### src/rtl/snn_pkg.sv
// Shared types and helpers for the spiking-network readout classifier:
// FSM state encoding, default widths and the saturating increment.
package snn_pkg;

    typedef enum logic [1:0] {
        IDLE  = 2'd0,
        COUNT = 2'd1,
        SCAN  = 2'd2,
        DONE  = 2'd3
    } state_t;

    localparam int COUNT_W_DEF  = 8;
    localparam int WINDOW_W_DEF = 16;

    // Holds at max_value instead of wrapping; callers zero-extend to 32 bits.
    function automatic logic [31:0] sat_inc(input logic [31:0] value,
                                            input logic [31:0] max_value);
        return (value >= max_value) ? value : value + 32'd1;
    endfunction

endpackage

### src/rtl/sat_counter.sv
// Per-neuron spike counter: synchronous clear, increment on inc_i,
// saturating at all-ones.
module sat_counter
    import snn_pkg::*;
#(
    parameter int WIDTH = COUNT_W_DEF
) (
    input  logic             clk_i,
    input  logic             rst_ni,
    input  logic             clr_i,
    input  logic             inc_i,
    output logic [WIDTH-1:0] count_o
);

    localparam logic [WIDTH-1:0] MAX_COUNT = '1;

    logic [WIDTH-1:0] count_next;

    assign count_next = WIDTH'(sat_inc(32'(count_o), 32'(MAX_COUNT)));

    always_ff @(posedge clk_i or negedge rst_ni) begin
        if (!rst_ni) begin
            count_o <= '0;
        end else if (clr_i) begin
            count_o <= '0;
        end else if (inc_i) begin
            count_o <= count_next;
        end
    end

endmodule

### src/rtl/snn_readout_classifier.sv
// Readout stage: counts output-layer spikes over a programmable window,
// then finds the winning neuron with a one-comparator sequential argmax.
module snn_readout_classifier
    import snn_pkg::*;
#(
    parameter  int NUM_NEURONS = 10,
    parameter  int COUNT_W     = COUNT_W_DEF,
    parameter  int WINDOW_W    = WINDOW_W_DEF,
    localparam int IDX_W       = $clog2(NUM_NEURONS)
) (
    input  logic                   clk_i,
    input  logic                   rst_ni,
    input  logic                   start_i,
    input  logic [WINDOW_W-1:0]    window_len_i,
    input  logic [NUM_NEURONS-1:0] spike_i,
    output logic                   result_valid_o,
    input  logic                   result_ready_i,
    output logic [IDX_W-1:0]       winner_o,
    output logic [COUNT_W-1:0]     winner_count_o,
    output logic                   tie_o,
    output logic                   busy_o,
    input  logic [IDX_W-1:0]       count_sel_i,
    output logic [COUNT_W-1:0]     count_o
);

    localparam logic [IDX_W-1:0] LAST_IDX = IDX_W'(NUM_NEURONS - 1);

    state_t              state_reg;
    logic [WINDOW_W-1:0] remaining_reg;
    logic [IDX_W-1:0]    scan_idx_reg;
    logic [COUNT_W-1:0]  max_reg;
    logic [IDX_W-1:0]    winner_reg;
    logic                tie_reg;
    logic                valid_reg;
    logic                busy_reg;

    logic [COUNT_W-1:0]  counts [NUM_NEURONS];
    logic                clr;
    logic [COUNT_W-1:0]  scan_val;
    logic [COUNT_W-1:0]  sel_val;

    assign clr = (state_reg == IDLE) && start_i;

    generate
        for (genvar gi = 0; gi < NUM_NEURONS; gi++) begin : g_cnt
            sat_counter #(.WIDTH(COUNT_W)) u_cnt (
                .clk_i   (clk_i),
                .rst_ni  (rst_ni),
                .clr_i   (clr),
                .inc_i   ((state_reg == COUNT) && spike_i[gi]),
                .count_o (counts[gi])
            );
        end
    endgenerate

    // Explicit muxes keep out-of-range selects (index >= NUM_NEURONS) at zero.
    always_comb begin
        scan_val = '0;
        sel_val  = '0;
        for (int i = 0; i < NUM_NEURONS; i++) begin
            if (scan_idx_reg == IDX_W'(i)) scan_val = counts[i];
            if (count_sel_i == IDX_W'(i))  sel_val  = counts[i];
        end
    end

    always_ff @(posedge clk_i or negedge rst_ni) begin
        if (!rst_ni) begin
            state_reg     <= IDLE;
            remaining_reg <= '0;
            scan_idx_reg  <= '0;
            max_reg       <= '0;
            winner_reg    <= '0;
            tie_reg       <= 1'b0;
            valid_reg     <= 1'b0;
            busy_reg      <= 1'b0;
        end else begin
            case (state_reg)
                IDLE: begin
                    if (start_i) begin
                        state_reg     <= COUNT;
                        remaining_reg <= (window_len_i == '0) ? WINDOW_W'(1) : window_len_i;
                        max_reg       <= '0;
                        winner_reg    <= '0;
                        tie_reg       <= 1'b0;
                        busy_reg      <= 1'b1;
                    end
                end
                COUNT: begin
                    remaining_reg <= remaining_reg - WINDOW_W'(1);
                    if (remaining_reg <= WINDOW_W'(1)) begin
                        state_reg    <= SCAN;
                        scan_idx_reg <= '0;
                    end
                end
                SCAN: begin
                    if (scan_idx_reg == '0) begin
                        max_reg    <= scan_val;
                        winner_reg <= '0;
                        tie_reg    <= 1'b0;
                    end else if (scan_val > max_reg) begin
                        max_reg    <= scan_val;
                        winner_reg <= scan_idx_reg;
                        tie_reg    <= 1'b0;
                    end else if (scan_val == max_reg) begin
                        tie_reg    <= 1'b1;
                    end
                    if (scan_idx_reg == LAST_IDX) begin
                        state_reg <= DONE;
                        valid_reg <= 1'b1;
                    end else begin
                        scan_idx_reg <= scan_idx_reg + IDX_W'(1);
                    end
                end
                DONE: begin
                    if (result_ready_i) begin
                        state_reg <= IDLE;
                        valid_reg <= 1'b0;
                        busy_reg  <= 1'b0;
                    end
                end
                default: state_reg <= IDLE;
            endcase
        end
    end

    assign result_valid_o = valid_reg;
    assign winner_o       = winner_reg;
    assign winner_count_o = max_reg;
    assign tie_o          = tie_reg;
    assign busy_o         = busy_reg;
    assign count_o        = sel_val;

endmodule

### config.mk
export PLATFORM = sky130hd
export DESIGN_NAME = snn_readout_classifier
export DESIGN_NICKNAME = d
export VERILOG_FILES = /design/src/rtl/snn_pkg.sv /design/src/rtl/sat_counter.sv /design/src/rtl/snn_readout_classifier.sv
export SDC_FILE = /design/constraint.sdc
export NUM_CORES = 1
export LEC_CHECK = 0
export CORE_UTILIZATION = 60
export DETAILED_ROUTE_END_ITERATION = 6
export PLACE_DENSITY = 0.82
export SLEW_MARGIN = 40
export SYNTH_ARGS = -nofsm -noshare
export SYNTH_HDL_FRONTEND = slang
export SYNTH_SLANG_ARGS = --single-unit
### constraint.sdc
create_clock -name clk_i -period 4.9 [get_ports clk_i]
set_input_delay 0.98 -clock clk_i [delete_from_list [all_inputs] [get_ports clk_i]]
set_output_delay 0.98 -clock clk_i [all_outputs]
set_load 0.02 [all_outputs]
==> Implementation_results.wiki, run 1 <==
{| class="wikitable"
! Metric !! Value
|-
| Run status || finished with violations
|-
| Violated checks || DRC
|-
| Req. time, crit path || between 3 and 4 ns
|-
| Flip-flop count of the largest register after layout || 80
|-
| Leakage component of the power || a little under 0.004 uW
|-
| Post-route worst hold slack || between 0.4 and 0.5 ns
|-
| GRT overflow || 0
|-
| Count of antenna-violating nets left after detailed routing || 0
|-
| Crit path kind || primary input to output pin
|-
| Number of unique standard cell types used by synthesis || 68
|-
| Inserted Clock Buffers || 17
|-
| Number of H-tree levels || 4
|-
| Post-route met1 wirelength || ~9.2 mm
|-
| Final number of setup-violating endpoints || 0
|-
| DIE HEIGHT || around 120 um
|-
| Share of layout cells above drive strength 1 || 0.0787
|-
| Post-route cell area || about 0.0094 mm^2
|-
| Critical register-to-register path endpoint || winner_count_o[2]$_DFFE_PN0P_
|-
| Remaining design rule violation count || 11
|-
| Area enclosed by the die boundary || 0.0139 mm^2
|-
| Sequential element share of the synthesized area || 0.364
|-
| Net Count, Synth || ~1000
|-
| Final core utilization || 0.730
|-
| Final routed wirelength across all metal layers || 22.5 mm
|-
| Top layer used by detailed routing || met5
|-
| Average detailed-routed wire length per instance || roughly 20 um
|-
| Port Buf Inserts || 56
|-
| Count of fill cells added during filler insertion || 939
|-
| CTS tree || built
|-
| Syn-to-layout area delta || 16.4%
|-
| Rows || 41
|-
| Total placed instance area || approximately 0.0087 mm^2
|-
| Transition time at the pin with the least slew margin || around 0.76 ns
|-
| First-pass GRT wire length || roughly 37 mm
|-
| Clock insertion delay at the later pin of the skew report || approximately 0.43 ns
|-
| Hold Violations, Final || 0
|-
| Final number of max-transition violations || 0
|-
| Slack of the worst reg-to-reg path || 0.63 ns
|-
| Maximum Capacitance Violations || 0
|-
| Number of global-route vias before repair || 7012
|-
| Type of element capturing the critical path || output pin
|-
| Global placement routability congestion || ~0.94
|-
| Cells after Synth || 929
|-
| Largest driver fanout on the critical path || 11
|-
| Worst-path clk slew || roughly 0.050 ns
|-
| Worst setup startpoint || count_sel_i[1]
|-
| Starting density of the core || 0.627
|-
| Count of state elements after synthesis || 117
|-
| Final setup TNS || 0 ns
|-
| Met2 wire len || between 10 and 15 mm
|-
| Master cell of the clock root buffer || sky130_fd_sc_hd__clkbuf_16
|-
| Power Density || 538 mW/mm^2
|-
| Data arrival time of the critical path || 3.37 ns
|-
| HPWL after detailed placement || between 15 and 20 mm
|-
| HP Class || register to register
|-
| Maximum vdd drop || 0.000301 V
|-
| Synth warnings || 0
|-
| Largest net degree at the start of global routing || 82
|-
| Setup skew after layout || 0.00910 ns
|-
| Met3 routed WL || 2.10 mm
|-
| Share of async-settable or async-resettable flops after synthesis || 1.00
|-
| Cell area after synthesis || between 0.008 and 0.009 mm^2
|-
| Via count normalized by instance count || 6.60
|-
| RSZ-0062 raised after global routing || false
|-
| Ports || 57
|-
| Worst setup slack before clock tree synthesis || ~0.6 ns
|-
| Clock tree sinks || 117
|-
| Critical register-to-register path startpoint || scan_idx_reg[0]$_DFFE_PN0P_
|-
| Maximum root-to-sink buffer count || 2
|-
| Type of element launching the critical path || primary input
|-
| GR Util All Layers || 0.336
|-
| Flip-flop cell with the highest count after synthesis || sky130_fd_sc_hd__dfrtp_1
|-
| Relative slew slack || 0.489
|-
| Number of nets in the layout || a little over 1k
|-
| Period minus WS final || 4.35 ns
|-
| CTS hold repair buffers || 0
|-
| Syn avg cell area || about 8.7 um^2
|-
| Highest-count cells in the layout ignoring fill and taps || sky130_fd_sc_hd__nor2_1 (116), sky130_fd_sc_hd__dfrtp_1 (116), sky130_fd_sc_hd__a21oi_1 (82)
|-
| Highest clock frequency the design can meet || 230 MHz
|-
| Number of antenna violations at the first check in global routing || 1
|-
| Post-CTS sizing || 0
|-
| Post-CTS setup buffers || 0
|-
| Hold path depth || 2
|-
| Std-Cell Core Area || between 0.01 and 0.015 mm^2
|-
| Reg2Reg Depth || 13
|-
| Period Utilization, post-route || 0.888
|-
| Worst-case setup margin in the final layout || 0.549 ns
|-
| Antenna diode count || 0
|-
| Detailed-routing iteration count for the pre-antenna-repair pass || 7
|-
| Detailed Route Iter0 Violations || 887
|-
| Worst min-delay path startpoint || busy_o$_DFFE_PN0P_
|-
| Via count of the routed design || around 7.6k
|-
| Post-synth EDFFs || 0
|-
| Die width || roughly 120 um
|-
| Sink of the worst hold path || busy_o$_DFFE_PN0P_
|}
==> cells by family (layout without fill, tap and decap cells) <==
| logic type | Yosys count | after routing | share of synthesized area |
|---|---|---|---|
| fa+ha+maj | 29 | 29 | 0.0451 |
| xor+xnor | 63 | 63 | 0.0686 |
| buf+inv | 99 | 148 | 0.0482 |
| compound gates | 219 | 219 | 0.179 |
| mux | 41 | 41 | 0.0644 |
| simple gates | 361 | 361 | 0.231 |
| flops | 117 | 117 | 0.364 |
==> cell type report <==
type / instances / area [um^2] / area share
Multi-Input combinational cell: 713 / 4740 / 0.507
Sequential cell: 117 / 2930 / 0.313
Timing Repair Buffer: 72 / 698 / 0.0746
Clock buffer: 23 / 488 / 0.0521
Tap cell: 172 / 215 / 0.0230
Inverter: 44 / 165 / 0.0176
Clock inverter: 9 / 124 / 0.0132
==> power by group <==
part	leakage [uW]	total, uW	switching [uW]	internal (uW)
sequential	0.00155	1590	391	1200
clock	0.000307	1290	441	848
combinational	0.00203	2170	1290	878
total	0.00388	5040	2120	2920
==> Yosys cell counts (all sizes together), types with 3 or more instances <==
library cell  instances  share of area
o22ai                12         0.0093
nand2                65          0.030
o221ai                4         0.0044
nand3b               12          0.011
mux4                  8          0.022
and3                 16          0.012
nor2                116          0.054
a31oi                 7         0.0054
nor4bb                9          0.011
xor2                 30          0.033
mux2i                27          0.034
o211ai                9         0.0084
nor2b                 9         0.0070
a221oi               10          0.011
nor3                 17          0.011
inv                  43          0.020
o21a                  5         0.0047
a22oi                 6         0.0056
clkbuf               43          0.020
and4                  7         0.0076
o21ai                36          0.022
ha                   29          0.045
nand4                35          0.027
dfrtp               117           0.36
nor4                 11         0.0086
o32ai                 3         0.0033
buf                  12         0.0075
and2                  8         0.0062
a221o                 8          0.010
mux2                  6         0.0084
a21oi                82          0.051
a41oi                 8          0.011
a211o                 4         0.0044
xnor2                33          0.036
nand4b                6         0.0065
nand2b               12         0.0093
nand3                21          0.013
a211oi                6         0.0062
or3                   9         0.0070
==> worst max-delay path, cell delays in order <==
cell                              delay (ns)
sky130_fd_sc_hd__clkdlybuf4s50_1        0.57
sky130_fd_sc_hd__nand2b_1               0.27
sky130_fd_sc_hd__nor2_1                 0.47
sky130_fd_sc_hd__a22oi_1                0.13
sky130_fd_sc_hd__a21oi_1                0.21
sky130_fd_sc_hd__a211o_1                0.14
sky130_fd_sc_hd__clkdlybuf4s50_1        0.60
==> per-stage QoR <==
step           power [uW]  cells
2_1_floorplan        2990    929
3_3_place_gp         3600   1118
3_5_place_dp         3670   1118
4_1_cts              5000   1150
5_1_grt              5320   1150
6_report             5040   1150
==> worst max path at each step <==
stage	end	slack [ns]
6_report	count_o[5]	0.55
4_1_cts	count_o[3]	0.58
2_1_floorplan	winner_count_o[5]$_DFFE_PN0P_	1.38
3_3_place_gp	count_o[3]	0.61
3_5_place_dp	count_o[3]	0.60
5_1_grt	count_o[3]	0.36
==> per-layer routing <==
metal | up-vias | GRT usage
li1 | 3462 | -
met2 | 434 | 0.497
met3 | 87 | 0.0766
met1 | 3604 | 0.452
met4 | 2 | 0.191
met5 | - | 0
Note: power is estimated with default switching activity, not from simulation.
==> run 2: changes to the inputs <==
--- a/config.mk
+++ b/config.mk
@@ -5,9 +5,11 @@
 export SDC_FILE = /design/constraint.sdc
 export NUM_CORES = 1
 export LEC_CHECK = 0
-export CORE_UTILIZATION = 60
+export CORE_UTILIZATION = 55
+export CTS_CLUSTER_SIZE = 16
 export DETAILED_ROUTE_END_ITERATION = 6
-export PLACE_DENSITY = 0.82
+export HOLD_SLACK_MARGIN = 0.03
+export PLACE_DENSITY = 0.76
 export SLEW_MARGIN = 40
 export SYNTH_ARGS = -nofsm -noshare
 export SYNTH_HDL_FRONTEND = slang
==> Implementation_results.wiki, run 2 (synthesis gave the netlist of run 1 again) <==
{| class="wikitable"
! Metric !! Value
|-
| Run status || completed (was finished with violations)
|-
| Syn-to-layout area delta || 15.8% (was 16.4%)
|-
| Inserted Clock Buffers || 17 (unchanged)
|-
| Relative slew slack || 0.453 (was 0.489)
|-
| Area of all sequential standard cells || 0.00293 mm^2 (unchanged)
|-
| Number of H-tree levels || 4 (unchanged)
|-
| Count of antenna-violating nets left after detailed routing || 0 (unchanged)
|-
| Kind of cell adding the most delay to the critical path || buffers and inverters (unchanged)
|-
| CTS tree || built (unchanged)
|-
| Number of nets in the layout || 1029 (was 1028)
|-
| Worst Path Buf+Inv || 2 (unchanged)
|-
| Average detailed-routed wire length per instance || 19.5 um (was 19.6 um)
|-
| Detailed Route Iter0 Violations || 667 (was 887)
|-
| Clock tree sinks || 117 (unchanged)
|-
| Global placement routability congestion || 0.971 (was 0.939)
|-
| Ports || 57 (unchanged)
|-
| Clock insertion delay at the later pin of the skew report || 0.43 ns (about the same)
|-
| Final core utilization || 0.661 (was 0.730)
|-
| Setup skew after layout || 0.00831 ns (was 0.00910 ns)
|-
| Hold Violations, Final || 0 (unchanged)
|-
| Detailed-routing iteration count for the pre-antenna-repair pass || 5 (was 7)
|-
| DIE HEIGHT || 123 um (was 118 um)
|-
| Post-CTS sizing || 0 (unchanged)
|-
| Slack of the worst reg-to-reg path || 0.78 ns (was 0.63 ns)
|-
| Flip-flop count of the largest register after layout || 80 (unchanged)
|-
| Final routed wirelength across all metal layers || 22.6 mm (was 22.5 mm)
|-
| Crit path cell chain || clkdlybuf4s50_1 > nand2b_1 > nor2_1 > a22oi_1 > a21oi_1 > a211o_1 > clkdlybuf4s50_1 (unchanged)
|-
| Power Density || 525 mW/mm^2 (was 538 mW/mm^2)
|-
| Count of fill cells added during filler insertion || 1166 (was 939)
|-
| Period minus WS final || 4.43 ns (was 4.35 ns)
|-
| RSZ-0062 raised after global routing || false (unchanged)
|-
| Req. time, crit path || 3.92 ns (about the same)
|-
| Largest driver fanout on the critical path || 11 (unchanged)
|-
| Antenna diode count || 0 (unchanged)
|-
| Footprint of the multi-input gates || 0.00474 mm^2 (about the same)
|-
| Post-CTS setup buffers || 0 (unchanged)
|-
| Slowest Stage Delay on Critical Path || 0.60 ns (about the same)
|-
| Starting density of the core || 0.571 (was 0.627)
|-
| Crit path top cell by count || sky130_fd_sc_hd__clkdlybuf4s50_1 (unchanged)
|-
| Critical register-to-register path startpoint || scan_idx_reg[0]$_DFFE_PN0P_ (unchanged)
|-
| Final number of setup-violating endpoints || 0 (unchanged)
|-
| CTS hold repair buffers || 0 (unchanged)
|-
| Std-Cell Core Area || 0.0141 mm^2 (was 0.0128 mm^2)
|-
| GR Util All Layers || 0.314 (was 0.336)
|-
| Reg2Reg Depth || 14 (was 13)
|-
| Maximum root-to-sink buffer count || 2 (unchanged)
|-
| Master cell of the clock root buffer || sky130_fd_sc_hd__clkbuf_16 (unchanged)
|-
| Transition time at the pin with the least slew margin || 0.820 ns (was 0.757 ns)
|-
| Data arrival time of the critical path || 3.45 ns (was 3.37 ns)
|-
| Maximum vdd drop || 0.000337 V (was 0.000301 V)
|-
| Port Buf Inserts || 56 (unchanged)
|-
| Largest net degree at the start of global routing || 54 (was 82)
|-
| Share of layout cells above drive strength 1 || 0.0787 (about the same)
|-
| Rows || 43 (was 41)
|-
| First-pass GRT wire length || 35.8 mm (was 36.5 mm)
|-
| Number of global-route vias before repair || 6782 (was 7012)
|-
| Critical register-to-register path endpoint || winner_count_o[2]$_DFFE_PN0P_ (unchanged)
|-
| Cell at the slowest stage of the critical path || sky130_fd_sc_hd__clkdlybuf4s50_1 (unchanged)
|-
| Maximum Capacitance Violations || 0 (unchanged)
|-
| Leakage component of the power || 0.00384 uW (was 0.00388 uW)
|-
| Final setup TNS || 0 ns (unchanged)
|-
| Period Utilization, post-route || 0.903 (was 0.888)
|-
| Area enclosed by the die boundary || 0.0151 mm^2 (was 0.0139 mm^2)
|-
| HPWL after detailed placement || 15.8 mm (was 15.4 mm)
|-
| Type of element launching the critical path || primary input (unchanged)
|-
| Worst-path clk slew || 0.06 ns (was 0.05 ns)
|-
| Highest clock frequency the design can meet || 226 MHz (was 230 MHz)
|-
| Via count of the routed design || 7451 (was 7589)
|-
| HP Class || primary input to asynchronous set/reset pin (was register to register)
|-
| Via count normalized by instance count || 6.43 (was 6.60)
|-
| Final number of max-transition violations || 0 (unchanged)
|-
| Highest-count cells in the layout ignoring fill and taps || sky130_fd_sc_hd__nor2_1 (116), sky130_fd_sc_hd__dfrtp_1 (116), sky130_fd_sc_hd__a21oi_1 (82) (unchanged)
|-
| Crit path kind || primary input to output pin (unchanged)
|-
| Die width || 123 um (was 118 um)
|-
| Remaining design rule violation count || 0 (was 11)
|-
| Type of element capturing the critical path || output pin (unchanged)
|-
| Number of antenna violations at the first check in global routing || 0 (was 1)
|-
| GRT overflow || 0 (unchanged)
|}
## run 2: cell types whose count changed in the layout (fill, tap and decap cells not counted)
cell	previous run	this run
sky130_fd_sc_hd__buf_4	14	17
sky130_fd_sc_hd__buf_6	2	0
sky130_fd_sc_hd__bufinv_16	3	1
sky130_fd_sc_hd__clkbuf_8	4	1
sky130_fd_sc_hd__clkinv_2	5	4
sky130_fd_sc_hd__clkinvlp_4	0	5
sky130_fd_sc_hd__ha_1	27	28
sky130_fd_sc_hd__ha_2	1	0
sky130_fd_sc_hd__inv_6	0	1
## run 2: through the flow
step                      instances  worst slack, ns  hold WS [ns]  total power, uW  area [um^2]
after global placement         1127            0.545         0.479             3610         8750
after floorplan                 929             1.38         0.495             2990         8040
after CTS                      1159            0.512         0.483             4860         9300
final                          1159            0.474         0.478             4890         9310
after detailed placement       1127            0.522         0.488             3660         8750
after global routing           1159            0.269         0.504             5190         9310
## run 2: worst max path at each step
stage                                            from                       endpoint  slack [ns]  depth (start not counted)
after floorplan           scan_idx_reg[1]$_DFFE_PN0P_  winner_count_o[5]$_DFFE_PN0P_        1.38                         14
after global placement                 count_sel_i[1]                     count_o[2]        0.54                          7
after detailed placement               count_sel_i[3]                     count_o[5]        0.52                          7
after CTS                              count_sel_i[1]                     count_o[5]        0.51                          7
after global routing                   count_sel_i[1]                     count_o[3]        0.27                          7
final                                  count_sel_i[3]                     count_o[2]        0.47                          7
## run 2: layout make-up
class | instances | area share
Clock buffer | 20 | 0.0480
Clock inverter | 12 | 0.0113
Inverter | 44 | 0.0177
Multi-Input combinational cell | 713 | 0.509
Sequential cell | 117 | 0.315
Tap cell | 180 | 0.0242
Timing Repair Buffer | 73 | 0.0750
## run 2: worst reg2reg max path: cells and delay by family (launching register included)
kind            cells  cell delay (ns)
compound gates      5             1.38
fa+ha+maj           2             0.94
buf+inv             3             0.57
flops               1             0.44
mux                 1             0.36
simple gates        3             0.31
## run 2: layer usage
metal	part of all wire	GRT usage
met4	0.044	0.166
met3	0.074	0.0586
met1	0.44	0.426
met2	0.45	0.477
met5	0	0
## run 2: report_power, final
group | internal, uW | switching [uW]
clock network | 706 | 462
logic | 880 | 1250
registers | 1190 | 391
==> run 3: changes to the inputs <==
--- a/config.mk
+++ b/config.mk
@@ -5,6 +5,7 @@
 export SDC_FILE = /design/constraint.sdc
 export NUM_CORES = 1
 export LEC_CHECK = 0
+export CAP_MARGIN = 25
 export CORE_UTILIZATION = 55
 export CTS_CLUSTER_SIZE = 16
 export DETAILED_ROUTE_END_ITERATION = 6
==> results of run 3 <==
Same layout as run 2: the final DEF is identical, and so are final timing and power.
